==> config.mk <==
export PLATFORM = sky130hd
export DESIGN_NAME = mips_ex_issue
export DESIGN_NICKNAME = d
export VERILOG_FILES = /design/src/rtl/mips_ex_issue.sv
export SDC_FILE = /design/constraint.sdc
export NUM_CORES = 1
export LEC_CHECK = 0
export CORE_ASPECT_RATIO = 0.7
export CORE_MARGIN = 2
export CORE_UTILIZATION = 45
export DETAILED_ROUTE_END_ITERATION = 16
export PLACE_DENSITY_LB_ADDON = 0.25
export SYNTH_ARGS = -nofsm -noshare
export SYNTH_HDL_FRONTEND = slang
export SYNTH_SLANG_ARGS = --single-unit
==> constraint.sdc <==
create_clock -name CLK -period 5 [get_ports CLK]
set_input_delay 0.5 -clock CLK [delete_from_list [all_inputs] [get_ports CLK]]
set_output_delay 0.5 -clock CLK [all_outputs]
set_load 0.03 [all_outputs]
==> src/rtl/mips_ex_issue.sv <==
// ID/EX issue stage: one-entry valid/ready register that resolves ALU operands with WB bypass and EX/MEM forwarding.
// Optional EX/MEM forwarding is enabled by defining EXS_MEM_FWD_EN; otherwise the MEM_* ports are ignored.
module mips_ex_issue #(
  parameter int unsigned DW = 32,
  parameter int unsigned RW = 5
) (
  input  logic          CLK,
  input  logic          RST,
  input  logic          IN_VALID,
  output logic          IN_READY,
  input  logic [RW-1:0] IN_RS,
  input  logic [RW-1:0] IN_RT,
  input  logic [DW-1:0] IN_QA,
  input  logic [DW-1:0] IN_QB,
  input  logic [15:0]   IN_IMM,
  input  logic [4:0]    IN_SHAMT,
  input  logic [3:0]    IN_ALUC,
  input  logic          IN_SHIFT,
  input  logic          IN_ALUIMM,
  input  logic          IN_SEXT,
  input  logic          IN_WREG,
  input  logic [RW-1:0] IN_RN,
  input  logic          FLUSH,
  input  logic          WB_WE,
  input  logic [RW-1:0] WB_RN,
  input  logic [DW-1:0] WB_D,
  input  logic          MEM_WE,
  input  logic [RW-1:0] MEM_RN,
  input  logic [DW-1:0] MEM_D,
  output logic          OUT_VALID,
  input  logic          OUT_READY,
  output logic [DW-1:0] A,
  output logic [DW-1:0] B,
  output logic [3:0]    ALUC,
  output logic [DW-1:0] STORE_D,
  output logic          OUT_WREG,
  output logic [RW-1:0] OUT_RN
);

  localparam int unsigned IMMW = 16;
  localparam int unsigned SHW  = 5;
  localparam int unsigned ACW  = 4;

  logic            valid_q, valid_d;
  logic [RW-1:0]   rs_q, rs_d, rt_q, rt_d, rn_q, rn_d;
  logic [DW-1:0]   qa_q, qa_d, qb_q, qb_d;
  logic [IMMW-1:0] imm_q, imm_d;
  logic [SHW-1:0]  shamt_q, shamt_d;
  logic [ACW-1:0]  aluc_q, aluc_d;
  logic            shift_q, shift_d;
  logic            aluimm_q, aluimm_d;
  logic            sext_q, sext_d;
  logic            wreg_q, wreg_d;

  logic            capture, leave, stall;
  logic [DW-1:0]   fwd_rs, fwd_rt, ext_imm;

  always_comb begin
    IN_READY = !valid_q || OUT_READY;
    capture  = IN_VALID && IN_READY && !FLUSH;
    leave    = valid_q && OUT_READY;
    stall    = valid_q && !OUT_READY;
  end

  // Next-state: handshake occupancy plus capture-time bypass and hold-time WB refresh.
  always_comb begin
    valid_d  = valid_q;
    rs_d     = rs_q;
    rt_d     = rt_q;
    rn_d     = rn_q;
    qa_d     = qa_q;
    qb_d     = qb_q;
    imm_d    = imm_q;
    shamt_d  = shamt_q;
    aluc_d   = aluc_q;
    shift_d  = shift_q;
    aluimm_d = aluimm_q;
    sext_d   = sext_q;
    wreg_d   = wreg_q;

    if (FLUSH)        valid_d = 1'b0;
    else if (capture) valid_d = 1'b1;
    else if (leave)   valid_d = 1'b0;

    if (capture) begin
      rs_d     = IN_RS;
      rt_d     = IN_RT;
      rn_d     = IN_RN;
      imm_d    = IN_IMM;
      shamt_d  = IN_SHAMT;
      aluc_d   = IN_ALUC;
      shift_d  = IN_SHIFT;
      aluimm_d = IN_ALUIMM;
      sext_d   = IN_SEXT;
      wreg_d   = IN_WREG;
      qa_d     = (WB_WE && (WB_RN == IN_RS) && (IN_RS != '0)) ? WB_D : IN_QA;
      qb_d     = (WB_WE && (WB_RN == IN_RT) && (IN_RT != '0)) ? WB_D : IN_QB;
    end else if (stall) begin
      if (WB_WE && (WB_RN == rs_q) && (rs_q != '0)) qa_d = WB_D;
      if (WB_WE && (WB_RN == rt_q) && (rt_q != '0)) qb_d = WB_D;
    end
  end

  always_ff @(posedge CLK) begin
    if (RST) begin
      valid_q  <= 1'b0;
      rs_q     <= '0;
      rt_q     <= '0;
      rn_q     <= '0;
      qa_q     <= '0;
      qb_q     <= '0;
      imm_q    <= '0;
      shamt_q  <= '0;
      aluc_q   <= '0;
      shift_q  <= 1'b0;
      aluimm_q <= 1'b0;
      sext_q   <= 1'b0;
      wreg_q   <= 1'b0;
    end else begin
      valid_q  <= valid_d;
      rs_q     <= rs_d;
      rt_q     <= rt_d;
      rn_q     <= rn_d;
      qa_q     <= qa_d;
      qb_q     <= qb_d;
      imm_q    <= imm_d;
      shamt_q  <= shamt_d;
      aluc_q   <= aluc_d;
      shift_q  <= shift_d;
      aluimm_q <= aluimm_d;
      sext_q   <= sext_d;
      wreg_q   <= wreg_d;
    end
  end

`ifdef EXS_MEM_FWD_EN
  // The in-flight EX/MEM result is newer than anything held here.
  always_comb begin
    fwd_rs = (MEM_WE && (MEM_RN == rs_q) && (rs_q != '0)) ? MEM_D : qa_q;
    fwd_rt = (MEM_WE && (MEM_RN == rt_q) && (rt_q != '0)) ? MEM_D : qb_q;
  end
`else
  logic unused_mem;
  always_comb begin
    fwd_rs     = qa_q;
    fwd_rt     = qb_q;
    unused_mem = ^{MEM_WE, MEM_RN, MEM_D};
  end
`endif

  always_comb begin
    ext_imm   = sext_q ? {{(DW-IMMW){imm_q[IMMW-1]}}, imm_q} : {{(DW-IMMW){1'b0}}, imm_q};
    A         = shift_q ? {{(DW-SHW){1'b0}}, shamt_q} : fwd_rs;
    B         = aluimm_q ? ext_imm : fwd_rt;
    STORE_D   = fwd_rt;
    ALUC      = aluc_q;
    OUT_VALID = valid_q;
    OUT_WREG  = wreg_q;
    OUT_RN    = rn_q;
  end

endmodule

==> out/metrics.yaml, run 1 <==
yosys:
  synth.distinct_cells: 33
  synth_xor_area_share_pct: 2.17
  syn_avg_cell_area_um2: 8.65
  synth_nets: 936
  synth_compound_area_share_pct: 40.9
  synthCells: 747
  ys_ff_latch: 109
  yosys.area_share.simple_pct: 10.7
  synthesis.area_um2: 6460
  synth_top_area_cell: "dfxtp_1"
  yosys.area_share.adder_pct: 0
  synth_top_family_by_area: "compound AO/OA/AOI/OAI gates"
  yosysWarningCount: 0
  seq_area_frac_synth_pct: 33.8
  synth.area.mux_share_pct: 3.66
  netlist.area_leader.share_pct: 33.8
  synthTopCellsByArea: "dfxtp_1 34%, a311oi_1 17%, o2111ai_1 8.7%"
worst_setup_path:
  crit_type: "in -> reg"
  critPathArrivalTime_ns: 3.33
  reg2reg_slack_ns: 2.12
  cp-end-kind: "flop"
  cp_max_fo: 32
  cp.required_ns: 5.24
  critPathLaunchType: "input pin"
finish:
  area_growth_pct: 41.8
  nets: 1103
  layout_commonest_cell: "clkdlybuf4s50_1"
  n_antenna_cell: 0
  drive_gt1_share_pct: 6.87
  final_cell_mix: "257 x clkdlybuf4s50_1, 128 x a311oi_1, 109 x dfxtp_1"
  utilization_pct: 65.7
floorplan:
  core_um2: 14000
  start_util_pct: 46.3
  die_h_um: 104
  die_w_um: 147
  die_area_um2: 15400
  ios: 297
  placementRows: 36
timing:
  finalMaxSlewViolations: 0
  skew_ns: 0.00921
  fin_setup_tns_ns: 0
  period_needed_ns: 3.09
  fmax_mhz: 323
  slew_headroom_pct: 8.33
  setup_viol_count_final: 0
  rsz0062_at_grt: "no"
  fin_crit_sh_pct: 61.9
  hold_viol: 0
  tightest_slew_ns: 1.38
power_and_ir_drop:
  power_density_nw_per_um2: 263
  ir_drop_mv: 0.153
  power.leakage_nw: 2.87
placement:
  port_buffers: 258
  routabilityCongestion: 0.913
  dp_hpwl_um: 17000
grt:
  grt_first_pass_wirelength_um: 39600
  gr-usage-all-layers_pct: 32.0
  antenna_found_initial: 1
  overflow: 0
  grt_start_max_net_pins: 110
  grt_pass1_vias: 7105
clock_network:
  clkTransAtPathRegs_ns: 0.08
  cts.sinks: 109
  cts_tree: "yes"
  clock_latency_ns: 0.35
  post_cts_buffers: 0
  htreeDepth: 3
  cts_buffers: 9
  root_buffer: "clkbuf_16"
  postCtsResizedCells: 0
  clock_path_buffers: 2
  cts_hold_buf: 0
job:
  drv_cap: 0
routing:
  vias_per_cell: 6.81
  vias: 7534
  drt-total-wl_um: 25800
  drt_iter0_drc: 837
  ant_nets: 0
  drt-pass1-iter-count: 5
  route.detailed.drc: 0
  wl_per_cell_um: 23.3
hold_path:
  min_path_type: "reg -> reg"
status:
  status: "completed"
## layer usage
layer	GRT usage, %	vias up	wire (um)
li1	-	3361	-
met1	44.6	3571	10800
met2	48.8	533	11200
met3	8.86	67	3090
met4	8.45	2	633
met5	0	-	13
## Yosys cell counts, drive strengths merged
cell type	n
mux2	21
o2111ai	64
a311oi	128
nand2b	2
nor4	4
nor2b	28
or4	2
nor2	4
a2111o	2
and3	2
buf	36
and2	3
a31o	2
o311ai	64
xnor2	8
inv	17
dfxtp	109
or2	2
xor2	8
a21oi	46
clkbuf	79
o21ai	18
a211o	2
nand3	3
nand2	92
nor3	1
## through the flow
step	cells	cell area (um2)	setup slack (ns)	hold slack, ns	power, mW
finish	1107	9170	1.91	0.452	2.41
global route	1107	9170	1.86	0.476	2.49
CTS	1107	9170	2.09	0.459	2.40
detailed placement	1093	8910	1.75	0.448	1.73
global placement	1093	8910	1.86	0.438	1.71
floorplan	747	6460	3.02	0.433	1.40
## logic make-up after synthesis
group                     after synthesis
AOI/OAI and AO/OA                     326
and+or+nand+nor                       143
buffers and inverters                 132
DFF                                   109
muxes                                  21
xor gates and xnor gates               16
## power breakdown
part           internal [mW]  total [mW]  switching, mW
Combinational          0.324       0.770          0.447
Clock                  0.336       0.682          0.345
Sequential             0.921       0.959         0.0377
## state kept, by name, indices dropped and copies added (netlist names)
register and cells:
ALUC 4, OUT_RN 5, OUT_VALID 1, OUT_WREG 1, STORE_D 32, aluimm_q 1
fwd_rs 32, imm_q 16, rs_q 5, rt_q 5, sext_q 1, shamt_q 5
shift_q 1
## critical path, cell delays in order
cell             delay, ns
clkdlybuf4s50_1       0.40
nor2b_1               0.53
a2111o_1              0.94
o2111ai_1             0.51
a311oi_1              0.42
## final timing paths
kind / from / endpoint / cells after the start
setup / recovery: OUT_READY / STORE_D[16]$_SDFFE_PP0P_ / 5
hold / removal: ALUC[2]$_SDFFE_PP0N_ / ALUC[2]$_SDFFE_PP0N_ / 2
setup reg to reg: OUT_VALID$_SDFFE_PP0P_ / STORE_D[16]$_SDFFE_PP0P_ / 4
hold reg to reg: ALUC[2]$_SDFFE_PP0N_ / ALUC[2]$_SDFFE_PP0N_ / 2
## cell type report
cell class | count | area (um2)
inverters | 17 | 63.8
well taps | 190 | 238
multi-input cells | 506 | 3730
repair buffers | 271 | 2690
clock buffers | 9 | 225
clock inverters | 5 | 37.5
flip-flops and latches | 109 | 2180
fillers | 1150 | 4790
No activity file was read; power rests on OpenSTA's default activity.
==> run 2, diff against run 1 <==
Settings changed: CORE_UTILIZATION 45 to 42.
Clock period 5 ns to 2.89 ns, I/O delays scaled along.
==> out/metrics.yaml, run 2 (same netlist as run 1, synthesis figures left out) <==
routing:
  vias_per_cell: 6.45  # was 6.81
  wl_per_cell_um: 22.2  # was 23.3 um
  route.detailed.drc: 0  # unchanged
  drt-pass1-iter-count: 6  # was 5
  ant_nets: 0  # unchanged
  vias: 7389  # was 7534
  drt-total-wl_um: 25400  # was 25800 um
  drt_iter0_drc: 755  # was 837
clock_network:
  postCtsResizedCells: 0  # unchanged
  clock_path_buffers: 2  # unchanged
  clkTransAtPathRegs_ns: 0.08  # about the same
  root_buffer: "clkbuf_16"  # unchanged
  htreeDepth: 3  # unchanged
  cts.sinks: 109  # unchanged
  clock_latency_ns: 0.34  # was 0.35 ns
  cts_buffers: 9  # unchanged
  cts_hold_buf: 0  # unchanged
  post_cts_buffers: 0  # unchanged
  cts_tree: "yes"  # unchanged
placement:
  dp_hpwl_um: 17900  # was 17000 um
  place_area_um2: 9190  # was 8910 um2
  placed_cells: 1130  # was 1093
  place_ws_ns: 0.294  # was 1.75 ns
  routabilityCongestion: 0.915  # was 0.913
  port_buffers: 258  # unchanged
power_and_ir_drop:
  power_frac_comb_pct: 31.6  # was 32.0%
  power.leakage_nw: 3.10  # was 2.87 nW
  swShare_pct: 33.6  # was 34.4%
  ir_drop_mv: 0.270  # was 0.153 mV
  p_int_mw: 2.88  # was 1.58 mW
  power_density_nw_per_um2: 457  # was 263 nW/um2
  pwr-share-clk_pct: 30.2  # was 28.3%
  p_seq_share_pct: 38.2  # was 39.8%
  power_mw: 4.34  # was 2.41 mW
  power_switching_mw: 1.46  # was 0.830 mW
worst_setup_path:
  critPathLaunchType: "flop"  # was input pin
  cp-end-kind: "output pin"  # was flop
  crit_type: "reg -> out"  # was in -> reg
  cp_max_fo: 24  # was 32
  reg2reg_slack_ns: 0.65  # was 2.12 ns
  cp.required_ns: 2.60  # was 5.24 ns
  critPathArrivalTime_ns: 2.09  # was 3.33 ns
  reg2regPathDepth: 5  # was 4
finish:
  multi_input_area_um2: 3730  # unchanged
  final_cell_mix: "241 x clkdlybuf4s50_1, 128 x a311oi_1, 109 x dfxtp_1"  # was 257 x clkdlybuf4s50_1, 128 x a311oi_1, 109 x dfxtp_1
  utilization_pct: 63.9  # was 65.7%
  layout_commonest_cell: "clkdlybuf4s50_1"  # unchanged
  fillers: 1279  # was 1150
  final-seq-area_um2: 2180  # unchanged
  nets: 1135  # was 1103
  drive_gt1_share_pct: 11.9  # was 6.87%
  area_growth_pct: 46.9  # was 41.8%
  fin_cells: 1146  # was 1107
  final_area_um2: 9490  # was 9170 um2
  n_antenna_cell: 0  # unchanged
grt:
  overflow: 0  # unchanged
  grt_first_pass_wirelength_um: 39100  # was 39600 um
  gr-usage-all-layers_pct: 29.7  # was 32.0%
  grt_start_max_net_pins: 58  # was 110
  grt_pass1_vias: 6798  # was 7105
  antenna_found_initial: 0  # was 1
timing:
  tightest_slew_ns: 0.719  # was 1.38 ns
  whs_ns: 0.456  # was 0.452 ns
  fmax_mhz: 420
  hold_viol: 0  # unchanged
  setup_viol_count_final: 0  # unchanged
  slew_headroom_pct: 51.9  # was 8.33%
  finalMaxSlewViolations: 0  # unchanged
  skew_ns: 0.00644  # was 0.00921 ns
  fin_crit_sh_pct: 82.5
  fin_ws_ns: 0.507  # was 1.91 ns
  rsz0062_at_grt: "no"  # unchanged
  fin_setup_tns_ns: 0  # unchanged
  period_needed_ns: 2.38
floorplan:
  die_w_um: 152  # was 147 um
  core_um2: 14900  # was 14000 um2
  placementRows: 37  # was 36
  ios: 297  # unchanged
  start_util_pct: 43.5  # was 46.3%
  die_h_um: 108  # was 104 um
  die_area_um2: 16400  # was 15400 um2
hold_path:
  hold_depth: 2  # unchanged
  min_path_type: "reg -> reg"  # unchanged
status:
  status: "completed"  # unchanged
job:
  drv_cap: 0  # unchanged
## run 2: changes by cell type in the layout (fill, tap and decap cells not counted)
cell	change
buf_4	+42
inv_8	+2
buf_12	+6
bufinv_16	+1
inv_6	-1
clkdlybuf4s50_1	-16
## run 2: layout make-up
class                   instances  share of cell area, %
clock buffers                   9                   2.37
clock inverters                 7                  0.857
inverters                      17                  0.672
multi-input cells             506                   39.3
flip-flops and latches        109                   23.0
well taps                     195                   2.57
repair buffers                303                   31.2
## run 2: final timing paths
path,from,end
setup / recovery,shift_q$_SDFFE_PP0N_,A[5]
hold / removal,imm_q[9]$_SDFFE_PP0N_,imm_q[9]$_SDFFE_PP0N_
setup reg to reg,OUT_VALID$_SDFFE_PP0P_,fwd_rs[19]$_SDFFE_PP0P_
hold reg to reg,imm_q[9]$_SDFFE_PP0N_,imm_q[9]$_SDFFE_PP0N_
## run 2: power by group through the flow
stage | combinational [mW] | clock [mW] | sequential (mW)
after floorplan | 0.672 | 0 | 1.75
after global placement | 1.34 | 0 | 1.69
after detailed placement | 1.35 | 0 | 1.69
after CTS | 1.36 | 1.32 | 1.66
after global routing | 1.45 | 1.37 | 1.67
final | 1.37 | 1.31 | 1.66
## run 2: worst max-delay path, cell delays in order (launching register included)
cell and delay [ns]:
dfxtp_1 0.63, buf_4 0.38, nor2b_1 0.12, clkdlybuf4s50_1 0.61
## run 2: routing by layer
layer  track usage, %  vias up  part of all wire (%)
met5                0        -                     0
li1                 -     3431                     -
met2             43.8      395                    43
met1             43.8     3537                    46
met3             6.88       26                   9.2
met4             6.34        0                   1.5
